==> config.mk <==
export PLATFORM = sky130hd
export DESIGN_NAME = nx_fifo_rd_stream
export DESIGN_NICKNAME = d
export VERILOG_FILES = /design/src/rtl/nx_fifo_rd_pkg.sv /design/src/rtl/nx_skid2.sv /design/src/rtl/nx_fifo_rd_stream.sv
export SDC_FILE = /design/constraint.sdc
export NUM_CORES = 1
export LEC_CHECK = 0
export BUFFER_PORTS_ARGS = -buffer_cell sky130_fd_sc_hd__buf_2
export CORE_MARGIN = 4
export CORE_UTILIZATION = 25
export CTS_CLUSTER_DIAMETER = 150
export DETAILED_ROUTE_END_ITERATION = 8
export PLACE_DENSITY_LB_ADDON = 0.1
export SETUP_SLACK_MARGIN = 0.1
export SLEW_MARGIN = 15
export SYNTH_ARGS = -nofsm -noshare
export SYNTH_HDL_FRONTEND = slang
export SYNTH_HIERARCHICAL = 1
export SYNTH_SLANG_ARGS = --single-unit
==> constraint.sdc <==
create_clock -name clk -period 6.5 [get_ports clk]
set_clock_uncertainty 0.1 [all_clocks]
set_input_delay 0.975 -clock clk [delete_from_list [all_inputs] [get_ports clk]]
set_output_delay 0.975 -clock clk [all_outputs]
set_load 0.1 [all_outputs]
==> src/rtl/nx_fifo_rd_pkg.sv <==
// nx_fifo_rd_pkg: shared FSM state type for the nx_fifo read-side stream engine
package nx_fifo_rd_pkg;
  typedef enum logic [1:0] {RD_IDLE, RD_RUN, RD_FLUSH, RD_DONE} rd_state_e;
endpackage

==> src/rtl/nx_skid2.sv <==
// nx_skid2: two-entry registered skid buffer with push/pop/clear, occupancy and head word
module nx_skid2 #(
  parameter int WIDTH = 106,
  parameter int DATA_RESET = 1
) (
  input  logic             clk,
  input  logic             rst_n,
  input  logic             clear,
  input  logic             push,
  input  logic [WIDTH-1:0] push_data,
  input  logic             pop,
  output logic [1:0]       occ,
  output logic [WIDTH-1:0] head
);
  logic [WIDTH-1:0] d0, d1;
  assign head = d0;
  always_ff @(posedge clk)
    if (!rst_n || clear) occ <= '0;
    else occ <= occ + 2'(push) - 2'(pop);
  always_ff @(posedge clk)
    if (!rst_n && DATA_RESET != 0) begin
      d0 <= '0;
      d1 <= '0;
    end else begin
      if (pop && occ == 2'd2) d0 <= d1;
      else if (push && (occ == 2'd0 || (occ == 2'd1 && pop))) d0 <= push_data;
      if (push && ((occ == 2'd1 && !pop) || (occ == 2'd2 && pop))) d1 <= push_data;
    end
endmodule

==> src/rtl/nx_fifo_rd_stream.sv <==
// nx_fifo_rd_stream: pops an nx_fifo into a registered valid/ready stream and sequences FIFO flush
module nx_fifo_rd_stream
  import nx_fifo_rd_pkg::*;
#(
  parameter int WIDTH = 106,
  parameter int CNT_WIDTH = 16,
  parameter int DATA_RESET = 1
) (
  input  logic                 clk,
  input  logic                 rst_n,
  input  logic                 enable,
  input  logic                 flush,
  input  logic                 fifo_empty,
  input  logic [WIDTH-1:0]     fifo_rdata,
  output logic                 fifo_ren,
  output logic                 fifo_clear,
  output logic                 out_valid,
  input  logic                 out_ready,
  output logic [WIDTH-1:0]     out_data,
  output logic                 flush_done,
  output logic [CNT_WIDTH-1:0] pop_count
);
  rd_state_e state, nxt;
  logic [1:0] occ;
  logic hs, skid_clear;
  assign out_valid = occ != 2'd0;
  assign hs = out_valid && out_ready;
  assign fifo_ren = rst_n && state == RD_RUN && !flush && !fifo_empty && (occ != 2'd2 || out_ready);
  assign skid_clear = (flush && state != RD_DONE) || state == RD_FLUSH;
  always_comb
    nxt = state == RD_FLUSH ? RD_DONE :
          (flush && state != RD_DONE) ? RD_FLUSH :
          enable ? RD_RUN : RD_IDLE;
  always_ff @(posedge clk)
    if (!rst_n) begin
      state <= RD_IDLE;
      fifo_clear <= 1'b0;
      flush_done <= 1'b0;
      pop_count <= '0;
    end else begin
      state <= nxt;
      fifo_clear <= nxt == RD_FLUSH;
      flush_done <= nxt == RD_DONE;
      pop_count <= pop_count + CNT_WIDTH'(hs);
    end
  nx_skid2 #(.WIDTH(WIDTH), .DATA_RESET(DATA_RESET)) u_skid (
    .clk(clk),
    .rst_n(rst_n),
    .clear(skid_clear),
    .push(fifo_ren),
    .push_data(fifo_rdata),
    .pop(hs),
    .occ(occ),
    .head(out_data)
  );
endmodule

# == After elaboration in Yosys (flattened, before gate mapping) ==
# Index checks and enable logic that the tools add are counted.
# totals
ff_bits,234
latchBits,0
ramBits,0
mem_bits_ro,0
in_bits,112
out_inout_bits,126
elab_cells,46
mem_count,0
# classes
add_sub_neg,3
mul,0
n_div,0
magnitude_cmp,0
eq_ne,8
shift,0
muxes,5
bitwise,0
n_reduce_logical,23
# ops
cell,count
106-bit 2-to-1 mux,2
16-bit by 1-bit adder with 16-bit output,1
1-bit logical AND,11
"2-bit == test, second input constant",4
1-bit logical OR,5
"2-bit by 1-bit == test with 1-bit output, second input constant",2
1-bit zero test,4
2-bit 2-to-1 mux,2
"2-bit inequality test, second input constant",2
2-bit nonzero test,2
2-bit by 1-bit adder with 2-bit output,1
2-bit zero test,1
2-bit by 1-bit subtractor with 2-bit output,1
1-bit 2-to-1 mux,1

# == Longest topological paths before layout ==
# logic_depth
word_depth,8
ltp_mapped,10
mapped_depth_nobuf,9

# == Hierarchy ==
# Netlist, hierarchy kept.
# by_module_without_submodules
module,n_inst,cells_per_inst,area_each_um2,seq_area_each_um2
nx_skid2,1,1090,9510.4,4284.1
nx_fifo_rd_stream,1,103,920.9,400.4

# == Worst setup path before layout ==
# Ideal clock, no wire load.
# synth_timing
path_kind,input to register
startpoint,input rst_n
endpoint,"register u_skid.d0[57], in the netlist u_skid/head[57]"
setup_time_ns,0.092
arrival_ns,4.864
required_ns,6.308
path_slack_ns,1.445
cell_stages,9
n_path_buf,3
cell_sequence,inv_1 -> or4_1 -> nor3_1 -> nor2b_1 -> buf_2 -> buf_4 -> clkbuf_1 -> a211oi_1 -> a311oi_1
# synth_via
elab_chain_cells,6
# synth_rtl
element,line,source
"start, declared",nx_fifo_rd_stream.sv:10,"input logic rst_n,"
1-bit logical AND (4 in series),nx_fifo_rd_stream.sv:28,assign fifo_ren = rst_n && state == RD_RUN && !flush && !fifo_empty && (occ != 2'd2 || out_ready);
named net fifo_ren,nx_fifo_rd_stream.sv:15,"output logic fifo_ren,"
1-bit logical AND,nx_skid2.sv:26,else if (push && (occ == 2'd0 || (occ == 2'd1 && pop))) d0 <= push_data;
2-bit nonzero test (no source line),--,
"end signal, assigned",nx_skid2.sv:26,
"end, declared",nx_skid2.sv:15,"logic [WIDTH-1:0] d0, d1;"
# The timed path passes the listed nets, and every way through them passes these cells.
# A chain may end at the register's enable or synchronous reset.

# == Worst setup path in the final report ==
# layout_timing
startpoint,input rst_n
endpoint,"register u_skid.d0[87], in the netlist u_skid/head[87]"
# layout_via
elab_chain_cells,6
# layout_rtl
element,line
1-bit logical AND (4 in series),nx_fifo_rd_stream.sv:28
1-bit logical AND,nx_skid2.sv:26
2-bit nonzero test (no source line),--
# Parallel ways exist; a longest one is shown, timed or not.

==> flow_summary.toml <==
[status]
status = "completed"

[clock_tree]
clk_pin_slew_ns = 0.06
post_cts_buffers = 0
cts_root_buf = "clkbuf_16"
clkSinkCount = 234
cts_tree = "done"
postCtsHoldBufs = 0
h-tree-depth = 1
clock_latency_ns = 0.57
clock_path_buffers = 3
post_cts_resize_count = 0
cts_buffers = 30

[critical_path]
required_ns = 6.86
reg2reg_depth = 6
cpPeakStageDelay_ns = 0.64
path_max_fanout = 80
worstPathCellList = "buf_6, inv_1, or4_1, nor3_1, nor2b_4, buf_4, buf_4, a21boi_0, o31a_1"
path_depth = 9
worst_ep_arrival_time_ns = 4.82
crit_family = "buffers and inverters"
critPathKind = "primary input to flip-flop"
critPathSlowestCell = "buf_4"
worst_setup_path_end_kind = "flip-flop"
cpMostUsedCell = "buf_4"
worstPathBufferInverterCount = 4
crit_path_start_kind = "primary input"

[timing]
drv_slew = 0
fin_crit_sh_pct = 68.7
rsz0062_at_grt = "no"
fmax_mhz = 224
min_period_ns = 4.46
hold_ws_ns = 0.356
tns_ns = 0
tightest_slew_ns = 1.08
finalHoldViolations = 0
maxSlewHeadroom_pct = 28.3
setup_violations = 0

[grt]
grt_first_pass_wirelength_um = 54800
grt-ovfl-total = 0
antenna_found_initial = 10
grt_pass1_vias = 9330
grt_usage_pct = 15.0
grt_max_degree = 86

[drt]
vias_per_cell = 4.86
drt-initial-drc-count = 537
post_drt_wl_per_cell_um = 18.5
wl_um = 35300
drt_pass1_iterations = 4
drc = 0
vias = 9268
antenna_left = 0

[synth]
synth_edf_count = 0
ys_types = 45
synthCells = 1193
yosysMostFrequentCell = "nand2_1"
mappedNetlistNets = 1310
synth_top_cell_area_share_pct = 44.9
yosys_warnings = 6
synth_ff_type = "dfxtp_1"
async_flop_share_pct = 0
synth_top_area_cell = "dfxtp_1"
avgSynthCellArea_um2 = 8.74
synth_commonest_cells = "429 x nand2_1, 234 x dfxtp_1, 110 x mux2i_1"
synth.yosys.seq_area_share_pct = 44.9
synth_area_leaders = "dfxtp_1 45%, nand2_1 15%, mux2i_1 11%"
synth_area_um2 = 10400
ys_ff_latch = 234

[die]
die_w_um = 212
ios = 238
fp.dieH_um = 212
die_area_um2 = 45100
core_area_um2 = 41000
initial_utilization_pct = 25.4
rows = 74

[pwr]
intPower_w = 0.00252
p_sw_share_pct = 25.7
power_frac_seq_pct = 43.0
p_comb_share_pct = 8.2
p_sw_w = 0.000872
p_leak_nw = 4.91
power.density_nw_per_um2 = 265
peakVddDrop_mv = 0.178
pwr-share-clk_pct = 48.9

[placement]
numPortBuffers = 237
hpwlAfterDp_um = 20300
place.gp.congestion = 0.691

[hold_path]
hold_class = "flip-flop to flip-flop"
holdPathStages = 2

[job]
cap_violations = 0

[layout]
n_fill_cell = 4363
areaGrowthSynthToFinish_pct = 22.7
final_util_pct = 31.2
drive_gt1_share_pct = 23.3
final_nets = 1471
-- final cells by class --
type / count / area, um2 / share of cell area, %
well taps: 532 / 666 / 5.20
inverters: 9 / 36.3 / 0.283
clock inverters: 4 / 81.3 / 0.635
diodes: 1 / 2.50 / 0.0195
flip-flops and latches: 234 / 4680 / 36.6
multi-input cells: 829 / 5130 / 40.1
repair buffers: 250 / 1320 / 10.3
clock buffers: 48 / 888 / 6.94
-- metal layers --
| metal | wire length [um] | global-route usage [%] | up-vias |
|---|---|---|---|
| li1 | - | - | 4559 |
| met2 | 16300 | 25.2 | 194 |
| met3 | 2510 | 4.93 | 55 |
| met4 | 477 | 2.33 | 18 |
| met5 | 121 | 0.108 | - |
| met1 | 15900 | 19.2 | 4442 |
-- path summary, 6_finish.rpt --
check | startpoint | to | slack (ns)
hold / removal | u_skid/d1[90]$_SDFFE_PN0P_ | u_skid/d1[90]$_SDFFE_PN0P_ | 0.36
setup / recovery | rst_n | u_skid/head[87]$_SDFFE_PN0P_ | 2.04
hold reg to reg | u_skid/d1[90]$_SDFFE_PN0P_ | u_skid/d1[90]$_SDFFE_PN0P_ | 0.36
setup reg to reg | u_skid/occ[1]$_SDFF_PP0_ | u_skid/head[50]$_SDFFE_PN0P_ | 3.05
-- state kept, by name, summed over array words and instances, names as in the netlist --
signal and count:
fifo_clear 1, u_skid/occ 2, u_skid/head 106, pop_count 16, u_skid/d1 106, state 2
flush_done 1
-- kinds of logic after synthesis --
logic type      after synthesis  synth area share (%)
simple gates                476                  18.3
flops                       234                  44.9
compound gates              233                  18.9
buf+inv                     130                  6.27
mux                         110                  10.6
xor+xnor                      5                 0.420
fa+ha+maj                     5                 0.600
-- per-stage QoR --
| step | power [W] | area [um2] | setup slack (ns) | cells |
|---|---|---|---|---|
| finish | 0.00339 | 12800 | 2.04 | 1907 |
| global route | 0.00354 | 12800 | 1.67 | 1906 |
| CTS | 0.00346 | 12800 | 1.99 | 1906 |
| detailed placement | 0.00177 | 11800 | 1.38 | 1854 |
| global placement | 0.00177 | 11800 | 1.41 | 1854 |
| floorplan | 0.00168 | 10400 | 1.44 | 1193 |
-- power groups by stage --
stage / Combinational (W) / Sequential, W / Clock [W]
final: 0.000277 / 0.00146 / 0.00166
after CTS: 0.000282 / 0.00146 / 0.00172
after global routing: 0.000299 / 0.00146 / 0.00178
after global placement: 0.000279 / 0.00149 / 0
after floorplan: 0.0000937 / 0.00159 / 0
after detailed placement: 0.000281 / 0.00149 / 0
-- worst min-delay path, cell delays in order (launching register included) --
cell and delay (ns):
dfxtp_1 0.31, nand2_1 0.05, mux2i_1 0.05
-- placed cells by master, fill, tap and decap left out, types with 7 or more instances in the layout --
cell       synthesis  routed
nand2_1          429     429
buf_2             30     236
dfxtp_1          234     234
mux2i_1          110     110
a211oi_1         105     105
a311oi_1          85      85
clkbuf_16          0      30
a311oi_2          20      20
clkbuf_1          73      11
buf_4             10      11
inv_1              8       8
a21oi_1            9       8
clkbuf_8           0       7
Power figures use the tool's default switching activity.
